**src/rtl/ds_fifo_mc_if.sv**
```systemverilog
// ds_fifo_mc_if -- bundle of all non-clock signals of the multi-channel ds FIFO.
//   Write side : i_wr_data (CHANNELS*DATA_W), i_wr_vld, o_wr_rdy (CHANNELS each)
//   Read side  : o_rd_data (DATA_W), o_rd_ch (CH_W), o_rd_vld, i_rd_rdy
//   Status     : i_lvl_thr (LVL_W), o_lvl (CHANNELS*LVL_W), o_thr (CHANNELS)
//   Optional   : o_hwm (CHANNELS*LVL_W) when DS_FIFO_MC_HWM_EN is defined
// Modports: master = producers/consumer/monitor side, slave = the FIFO.
interface ds_fifo_mc_if #(
    parameter int DATA_W   = 8,
    parameter int CAPACITY = 8,
    parameter int CHANNELS = 4,
    parameter int CH_W     = (CHANNELS > 1) ? $clog2(CHANNELS) : 1,
    parameter int LVL_W    = $clog2(CAPACITY + 1)
);
    logic [CHANNELS*DATA_W-1:0] i_wr_data;
    logic [CHANNELS-1:0]        i_wr_vld;
    logic [CHANNELS-1:0]        o_wr_rdy;
    logic [DATA_W-1:0]          o_rd_data;
    logic [CH_W-1:0]            o_rd_ch;
    logic                       o_rd_vld;
    logic                       i_rd_rdy;
    logic [LVL_W-1:0]           i_lvl_thr;
    logic [CHANNELS*LVL_W-1:0]  o_lvl;
    logic [CHANNELS-1:0]        o_thr;
`ifdef DS_FIFO_MC_HWM_EN
    logic [CHANNELS*LVL_W-1:0]  o_hwm;

    modport master (
        output i_wr_data, i_wr_vld, i_rd_rdy, i_lvl_thr,
        input  o_wr_rdy, o_rd_data, o_rd_ch, o_rd_vld, o_lvl, o_thr, o_hwm
    );
    modport slave (
        input  i_wr_data, i_wr_vld, i_rd_rdy, i_lvl_thr,
        output o_wr_rdy, o_rd_data, o_rd_ch, o_rd_vld, o_lvl, o_thr, o_hwm
    );
`else
    modport master (
        output i_wr_data, i_wr_vld, i_rd_rdy, i_lvl_thr,
        input  o_wr_rdy, o_rd_data, o_rd_ch, o_rd_vld, o_lvl, o_thr
    );
    modport slave (
        input  i_wr_data, i_wr_vld, i_rd_rdy, i_lvl_thr,
        output o_wr_rdy, o_rd_data, o_rd_ch, o_rd_vld, o_lvl, o_thr
    );
`endif
endinterface

```
**src/rtl/ds_fifo_mc.sv**
```systemverilog
// ds_fifo_mc -- CHANNELS independent FIFO queues merged onto one read port
// through a round-robin arbiter; every output beat carries its channel tag.
// Ports:
//   i_clk  clock (rising edge)
//   i_rst  asynchronous active-low reset
//   bus    ds_fifo_mc_if.slave (per-channel write ports, merged read port,
//          per-channel level / threshold status)
// Optional feature macro: DS_FIFO_MC_HWM_EN adds per-channel high-water mark
// output o_hwm (max level since reset).

// One queue: storage, wrap-compare pointers and level counter.
module ds_fifo_mc_ch #(
    parameter int DATA_W   = 8,
    parameter int CAPACITY = 8,
    parameter int LVL_W    = $clog2(CAPACITY + 1)
) (
    input  logic              clk_i,
    input  logic              rst_ni,
    input  logic [DATA_W-1:0] wr_data_i,
    input  logic              wr_vld_i,
    input  logic              pop_i,       // only asserted when level != 0
    output logic              wr_rdy_o,
    output logic [DATA_W-1:0] head_o,
    output logic [LVL_W-1:0]  lvl_o
`ifdef DS_FIFO_MC_HWM_EN
  , output logic [LVL_W-1:0]  hwm_o
`endif
);
    localparam int               PTR_W = $clog2(CAPACITY);
    localparam logic [LVL_W-1:0] FULL  = LVL_W'(CAPACITY);
    localparam logic [PTR_W-1:0] LAST  = PTR_W'(CAPACITY - 1);

    logic [DATA_W-1:0] mem_q [CAPACITY];
    logic [PTR_W-1:0]  wptr_q, wptr_d, rptr_q, rptr_d;
    logic [LVL_W-1:0]  lvl_q, lvl_d;
    logic              push;

    // Readiness comes from the level register alone, so a full queue
    // refuses a write even when it is popped in the same cycle.
    assign wr_rdy_o = (lvl_q != FULL);
    assign push     = wr_vld_i & wr_rdy_o;
    assign head_o   = mem_q[rptr_q];
    assign lvl_o    = lvl_q;

    always_comb begin
        wptr_d = wptr_q;
        rptr_d = rptr_q;
        lvl_d  = lvl_q;
        if (push)  wptr_d = (wptr_q == LAST) ? '0 : wptr_q + PTR_W'(1);
        if (pop_i) rptr_d = (rptr_q == LAST) ? '0 : rptr_q + PTR_W'(1);
        if (push & ~pop_i)      lvl_d = lvl_q + LVL_W'(1);
        else if (~push & pop_i) lvl_d = lvl_q - LVL_W'(1);
    end

    always_ff @(posedge clk_i or negedge rst_ni) begin
        if (!rst_ni) begin
            wptr_q <= '0;
            rptr_q <= '0;
            lvl_q  <= '0;
        end else begin
            wptr_q <= wptr_d;
            rptr_q <= rptr_d;
            lvl_q  <= lvl_d;
        end
    end

    // Storage is deliberately not reset.
    always_ff @(posedge clk_i) begin
        if (push) mem_q[wptr_q] <= wr_data_i;
    end

`ifdef DS_FIFO_MC_HWM_EN
    logic [LVL_W-1:0] hwm_q;
    // Tracks the next level so the mark moves in the same cycle as lvl_q;
    // level never exceeds CAPACITY, so the mark saturates there.
    always_ff @(posedge clk_i or negedge rst_ni) begin
        if (!rst_ni)              hwm_q <= '0;
        else if (lvl_d > hwm_q)   hwm_q <= lvl_d;
    end
    assign hwm_o = hwm_q;
`endif
endmodule

module ds_fifo_mc #(
    parameter int DATA_W   = 8,
    parameter int CAPACITY = 8,
    parameter int CHANNELS = 4,
    parameter int CH_W     = (CHANNELS > 1) ? $clog2(CHANNELS) : 1,
    parameter int LVL_W    = $clog2(CAPACITY + 1)
) (
    input  logic         i_clk,
    input  logic         i_rst,
    ds_fifo_mc_if.slave  bus
);
    logic [CHANNELS-1:0]             elig, pop;
    logic [CHANNELS-1:0][DATA_W-1:0] head;
    logic [CHANNELS-1:0][LVL_W-1:0]  lvl;
`ifdef DS_FIFO_MC_HWM_EN
    logic [CHANNELS-1:0][LVL_W-1:0]  hwm;
`endif
    logic [CH_W-1:0] last_q, last_d, lock_ch_q, lock_ch_d, rr_ch, pick;
    logic            lock_q, lock_d, any, xfer;

    for (genvar c = 0; c < CHANNELS; c++) begin : g_ch
        ds_fifo_mc_ch #(.DATA_W(DATA_W), .CAPACITY(CAPACITY), .LVL_W(LVL_W)) u_ch (
            .clk_i     (i_clk),
            .rst_ni    (i_rst),
            .wr_data_i (bus.i_wr_data[c*DATA_W +: DATA_W]),
            .wr_vld_i  (bus.i_wr_vld[c]),
            .pop_i     (pop[c]),
            .wr_rdy_o  (bus.o_wr_rdy[c]),
            .head_o    (head[c]),
            .lvl_o     (lvl[c])
`ifdef DS_FIFO_MC_HWM_EN
          , .hwm_o     (hwm[c])
`endif
        );
        assign elig[c]      = (lvl[c] != '0);
        assign pop[c]       = xfer && (pick == CH_W'(c));
        // Threshold 0 makes every compare true, giving all ones.
        assign bus.o_thr[c] = (lvl[c] >= bus.i_lvl_thr);
    end

    assign bus.o_lvl = lvl;
`ifdef DS_FIFO_MC_HWM_EN
    assign bus.o_hwm = hwm;
`endif

    // First eligible channel after last_q in ascending modulo order.
    always_comb begin : p_rr
        int idx;
        logic found;
        idx   = 0;
        found = 1'b0;
        rr_ch = '0;
        for (int k = 1; k <= CHANNELS; k++) begin
            idx = int'(last_q) + k;
            if (idx >= CHANNELS) idx = idx - CHANNELS;
            if (!found && elig[idx]) begin
                found = 1'b1;
                rr_ch = CH_W'(idx);
            end
        end
    end

    // A stalled offer holds its channel; the locked channel cannot drain
    // without a transfer, so it stays eligible for the whole stall.
    assign pick      = lock_q ? lock_ch_q : rr_ch;
    assign any       = |elig;
    assign xfer      = any & bus.i_rd_rdy;
    assign lock_d    = any & ~bus.i_rd_rdy;
    assign lock_ch_d = pick;
    assign last_d    = xfer ? pick : last_q;

    always_ff @(posedge i_clk or negedge i_rst) begin
        if (!i_rst) begin
            last_q    <= CH_W'(CHANNELS - 1);
            lock_q    <= 1'b0;
            lock_ch_q <= '0;
        end else begin
            last_q    <= last_d;
            lock_q    <= lock_d;
            lock_ch_q <= lock_ch_d;
        end
    end

    assign bus.o_rd_vld  = any;
    assign bus.o_rd_ch   = any ? pick : '0;
    assign bus.o_rd_data = any ? head[pick] : '0;
endmodule

```
**src/flat_wrapper.sv**
```systemverilog
// flat-port wrapper written by rule: the top's interface ports become plain ports
module ds_fifo_mc_flat 
#(
    parameter int DATA_W   = 8,
    parameter int CAPACITY = 8,
    parameter int CHANNELS = 4,
    parameter int CH_W     = (CHANNELS > 1) ? $clog2(CHANNELS) : 1,
    parameter int LVL_W    = $clog2(CAPACITY + 1)
)
  (i_clk, i_rst, bus_i_wr_data, bus_i_wr_vld, bus_i_rd_rdy, bus_i_lvl_thr, bus_o_wr_rdy, bus_o_rd_data, bus_o_rd_ch, bus_o_rd_vld, bus_o_lvl, bus_o_thr);
  ds_fifo_mc_if #(.DATA_W(DATA_W), .CAPACITY(CAPACITY), .CHANNELS(CHANNELS), .CH_W(CH_W), .LVL_W(LVL_W)) bus_i ();
  input  logic i_clk;
  input  logic i_rst;
  input wire logic [$bits(bus_i.i_wr_data)-1:0] bus_i_wr_data;
  input wire logic [$bits(bus_i.i_wr_vld)-1:0] bus_i_wr_vld;
  input wire logic [$bits(bus_i.i_rd_rdy)-1:0] bus_i_rd_rdy;
  input wire logic [$bits(bus_i.i_lvl_thr)-1:0] bus_i_lvl_thr;
  output wire logic [$bits(bus_i.o_wr_rdy)-1:0] bus_o_wr_rdy;
  output wire logic [$bits(bus_i.o_rd_data)-1:0] bus_o_rd_data;
  output wire logic [$bits(bus_i.o_rd_ch)-1:0] bus_o_rd_ch;
  output wire logic [$bits(bus_i.o_rd_vld)-1:0] bus_o_rd_vld;
  output wire logic [$bits(bus_i.o_lvl)-1:0] bus_o_lvl;
  output wire logic [$bits(bus_i.o_thr)-1:0] bus_o_thr;
  assign bus_i.i_wr_data = bus_i_wr_data;
  assign bus_i.i_wr_vld = bus_i_wr_vld;
  assign bus_i.i_rd_rdy = bus_i_rd_rdy;
  assign bus_i.i_lvl_thr = bus_i_lvl_thr;
  assign bus_o_wr_rdy = bus_i.o_wr_rdy;
  assign bus_o_rd_data = bus_i.o_rd_data;
  assign bus_o_rd_ch = bus_i.o_rd_ch;
  assign bus_o_rd_vld = bus_i.o_rd_vld;
  assign bus_o_lvl = bus_i.o_lvl;
  assign bus_o_thr = bus_i.o_thr;
  ds_fifo_mc #(.DATA_W(DATA_W), .CAPACITY(CAPACITY), .CHANNELS(CHANNELS), .CH_W(CH_W), .LVL_W(LVL_W)) u_core (.i_clk(i_clk), .i_rst(i_rst), .bus(bus_i));
endmodule
```
**config.mk**
```make
export PLATFORM = sky130hd
export DESIGN_NAME = ds_fifo_mc_flat
export DESIGN_NICKNAME = d
export VERILOG_FILES = /design/src/rtl/ds_fifo_mc_if.sv /design/src/rtl/ds_fifo_mc.sv /design/src/flat_wrapper.sv
export SDC_FILE = /design/constraint.sdc
export NUM_CORES = 1
export LEC_CHECK = 0
export ABC_AREA = 0
export BUFFER_PORTS_ARGS = -buffer_cell sky130_fd_sc_hd__buf_4
export CORE_ASPECT_RATIO = 1.1
export CORE_MARGIN = 4
export CORE_UTILIZATION = 50
export DETAILED_ROUTE_END_ITERATION = 12
export PLACE_DENSITY_LB_ADDON = 0.08
export SLEW_MARGIN = 20
export SYNTH_ARGS = -nofsm -noshare
export SYNTH_HDL_FRONTEND = slang
export SYNTH_SLANG_ARGS = --single-unit
export TNS_END_PERCENT = 20
```
**constraint.sdc**
```tcl
create_clock -name i_clk -period 4.15 [get_ports i_clk]
set_input_delay 0.2075 -clock i_clk [delete_from_list [all_inputs] [get_ports i_clk]]
set_output_delay 0.2075 -clock i_clk [all_outputs]
set_load 0.01 [all_outputs]
```
==> impl_metrics.json <==
{
  "max-slew-margin-rel": 0.330,
  "finalNonFillerCells": 1244,
  "rsz0062_at_grt": "no",
  "cts_resized": 0,
  "synth_seq_cells": 301,
  "grt_max_degree": 46,
  "dpl.hpwl_um": 17900,
  "period_share": 0.930,
  "drt_iter0_drc": 581,
  "worst_pin_slew_ps": 1000,
  "power_uw": 10900,
  "vias": 6998,
  "die_y_um": 177,
  "criticalPathCategory": "reg -> reg",
  "worst_hold_path.num_cells": 4,
  "synth_flop_cell": "edfxtp_1",
  "status": "completed",
  "dp.cells": 1155,
  "ios": 78,
  "gr-usage-met1": 0.265,
  "r2r_start": "u_core.g_ch[1].u_ch.lvl_o[2]$_DFFE_PN0P_",
  "end_kind": "flop",
  "dpl_cell_area_um2": 14000,
  "fp-row-count": 61,
  "finalSetupViolCount": 0,
  "nets": 967,
  "io_buffers": 77,
  "initial_core_util": 0.509,
  "min_from": "bus_i_wr_vld[2]",
  "syn-mean-instance-area_um2": 17.5,
  "grt_pass1_vias": 7284,
  "reg2reg_to": "u_core.g_ch[0].u_ch.lvl_o[3]$_DFFE_PN0P_",
  "slew_viol_final": 0,
  "worstHoldEndpoint": "u_core.g_ch[2].u_ch.wptr_q[1]$_DFFE_PN0P_",
  "post-route-drc-count": 0,
  "min_period_ps": 3860,
  "grt.busiest_layer": "met2",
  "final_cell_area_um2": 15300,
  "cp.required_ps": 4570,
  "rrSetupSlack_ps": 290,
  "synth_cells": 739,
  "grt-ovfl-total": 0,
  "grt_use_met2": 0.318,
  "max_freq_mhz": 259,
  "cts_num_sinks": 301,
  "synth.distinct_cells": 39,
  "layout-drive-gt1-share": 0.288,
  "syn_nets": 830,
  "cp.arrival_ps": 4280,
  "path_clk_slew_ps": 60,
  "postRouteAntennaNets": 0,
  "firstDrtPassIters": 5,
  "async_flop_share": 0.150,
  "timing_hold_violations_final": 0,
  "synth_warnings": 0,
  "syn_to_final_growth_pct": 18.0,
  "ir_drop_uv": 407,
  "antenna_found_initial": 1,
  "place_congestion": 0.780,
  "track_usage": 0.189,
  "grt_pass1_wl_um": 41800,
  "cts_buffer_depth": 3,
  "worst_clock_skew_ps": 8.82,
  "clock_latency_ps": 540,
  "yosysSeqAreaShare": 0.681,
  "fillers": 1906,
  "viasPerCell": 5.63,
  "hold_path.class": "in -> reg",
  "hold_buffers": 34,
  "use_met3": 0.0300,
  "tns_ps": 0,
  "finalWirelength_um": 26600,
  "cp_max_fo": 17,
  "cts_setup_buffers": 0,
  "cts_made_buffers": 31,
  "cts_tree": "built",
  "synth-edff-count": 256,
  "startpoint_type": "flop",
  "synthesis.area_um2": 12900,
  "htree_num_levels": 1,
  "p_per_area_nw_per_um2": 715,
  "wl_per_cell_um": 21.4,
  "core-area_um2": 25400,
  "r2r_cells": 14,
  "die_x_um": 161,
  "p_leak_uw": 0.00546,
  "cap_violations": 0,
  "die-area_um2": 28500,
  "clock-root-buffer": "clkbuf_16"
}
## registers in the layout, indices dropped and copies added, names as in the netlist
register and flops:
u_core.lock_q 1, u_core.g_ch.u_ch.rptr_q 12, u_core.last_q 2, u_core.g_ch.u_ch.lvl_o 16
u_core.g_ch.u_ch.mem_q 256, u_core.g_ch.u_ch.wptr_q 12, u_core.lock_ch_q 2
## critical path: stages (launching register included)
cell and delay (ps):
dfrtp_1 460, or4_1 610, a222oi_1 370, nand3_1 210, buf_4 230, nor3_1 280
nand2_1 220, ha_1 310, inv_1 120, ha_1 250, a21o_1 170, a21oi_1 160
xnor2_1 140, nor2_1 70, xor2_1 140
## layer usage
layer / part of all wire / vias up
met5: 0 / -
met4: 0.020 / 0
li1: - / 3191
met3: 0.045 / 43
met1: 0.45 / 3596
met2: 0.49 / 168
## Yosys cell counts, types with 3 or more instances
cell type,number,area [um2]
dfrtp_1,43,1080
nor3_1,29,145
ha_1,44,551
nor2b_1,7,43.8
mux2_2,33,372
xnor2_1,12,105
a21o_1,8,60.1
fa_1,4,80.1
o21ai_0,30,150
o211ai_1,16,120
nor2_1,24,90.1
xor2_1,4,35.0
a21oi_1,18,90.1
clkbuf_1,14,52.6
edfxtp_1,256,7690
inv_1,19,71.3
buf_4,4,30.0
nor4_1,8,50.1
buf_2,3,15.0
nand2_1,30,113
buf_1,11,41.3
nand3_1,3,15.0
nand2b_1,20,125
mux2i_1,16,160
mux4_2,64,1440
mux2_4,3,45.0
## through the flow
step / worst slack [ps] / utilization / hold slack (ps)
after floorplan: 267 / - / -88.1
after global placement: 396 / 0.553 / 243
after detailed placement: 317 / 0.553 / 256
after CTS: 308 / 0.601 / 145
after global routing: 48.2 / 0.601 / 188
final: 291 / 0.601 / 154
## cells by family after synthesis
logic type	count (synthesis)	synth area share
fa+ha+maj	48	0.0487
flops	301	0.681
mux	116	0.156
simple gates	128	0.0492
buf+inv	54	0.0177
compound gates	76	0.0365
xor+xnor	16	0.0108
## layout make-up
cell class              instances  area [um2]  area share
well taps                     346         433      0.0283
multi-input cells             384        3950       0.259
clock inverters                10        43.8     0.00287
flip-flops and latches        301        8820       0.577
clock buffers                  44         835      0.0546
repair buffers                137        1110      0.0729
diodes                          1        2.50    0.000164
inverters                      21        78.8     0.00516
## worst max-delay path by stage
stage	startpoint	end	slack, ps	depth (start not counted)
2_1_floorplan	u_core.g_ch[3].u_ch.lvl_o[2]$_DFFE_PN0P_	u_core.g_ch[3].u_ch.lvl_o[3]$_DFFE_PN0P_	270	15
3_3_place_gp	u_core.g_ch[3].u_ch.lvl_o[2]$_DFFE_PN0P_	u_core.g_ch[3].u_ch.lvl_o[3]$_DFFE_PN0P_	400	13
3_5_place_dp	u_core.g_ch[3].u_ch.lvl_o[2]$_DFFE_PN0P_	u_core.g_ch[3].u_ch.lvl_o[3]$_DFFE_PN0P_	320	13
4_1_cts	u_core.g_ch[3].u_ch.lvl_o[2]$_DFFE_PN0P_	u_core.g_ch[3].u_ch.lvl_o[3]$_DFFE_PN0P_	310	13
5_1_grt	u_core.g_ch[3].u_ch.lvl_o[2]$_DFFE_PN0P_	u_core.g_ch[1].u_ch.lvl_o[3]$_DFFE_PN0P_	50	16
6_report	u_core.g_ch[1].u_ch.lvl_o[2]$_DFFE_PN0P_	u_core.g_ch[0].u_ch.lvl_o[3]$_DFFE_PN0P_	290	14
## power breakdown
| part | internal (uW) | switching (uW) | leakage [uW] |
|---|---|---|---|
| sequential | 3900 | 673 | 0.00286 |
| clock | 1380 | 1060 | 0.000431 |
| combinational | 1990 | 1910 | 0.00217 |
## layout by cell type, fill, tap and decap left out, types with 5 or more instances in the layout
master,Yosys,routed
edfxtp_1,256,256
buf_4,4,103
mux4_2,64,64
ha_1,44,44
dfrtp_1,43,42
dlygate4sd3_1,0,34
mux2_2,33,33
clkbuf_16,0,31
nand2_1,30,30
o21ai_0,30,30
nor2_1,24,24
nand2b_1,20,20
nor3_1,29,19
inv_1,19,19
a21oi_1,18,18
mux2i_1,16,16
o211ai_1,16,16
xnor2_1,12,12
clkbuf_1,14,12
nor3_2,0,10
nor4_1,8,8
a21o_1,8,8
nor2b_1,7,7
clkinv_2,0,5
clkinv_1,0,5
(Power assumes the default switching activity.)
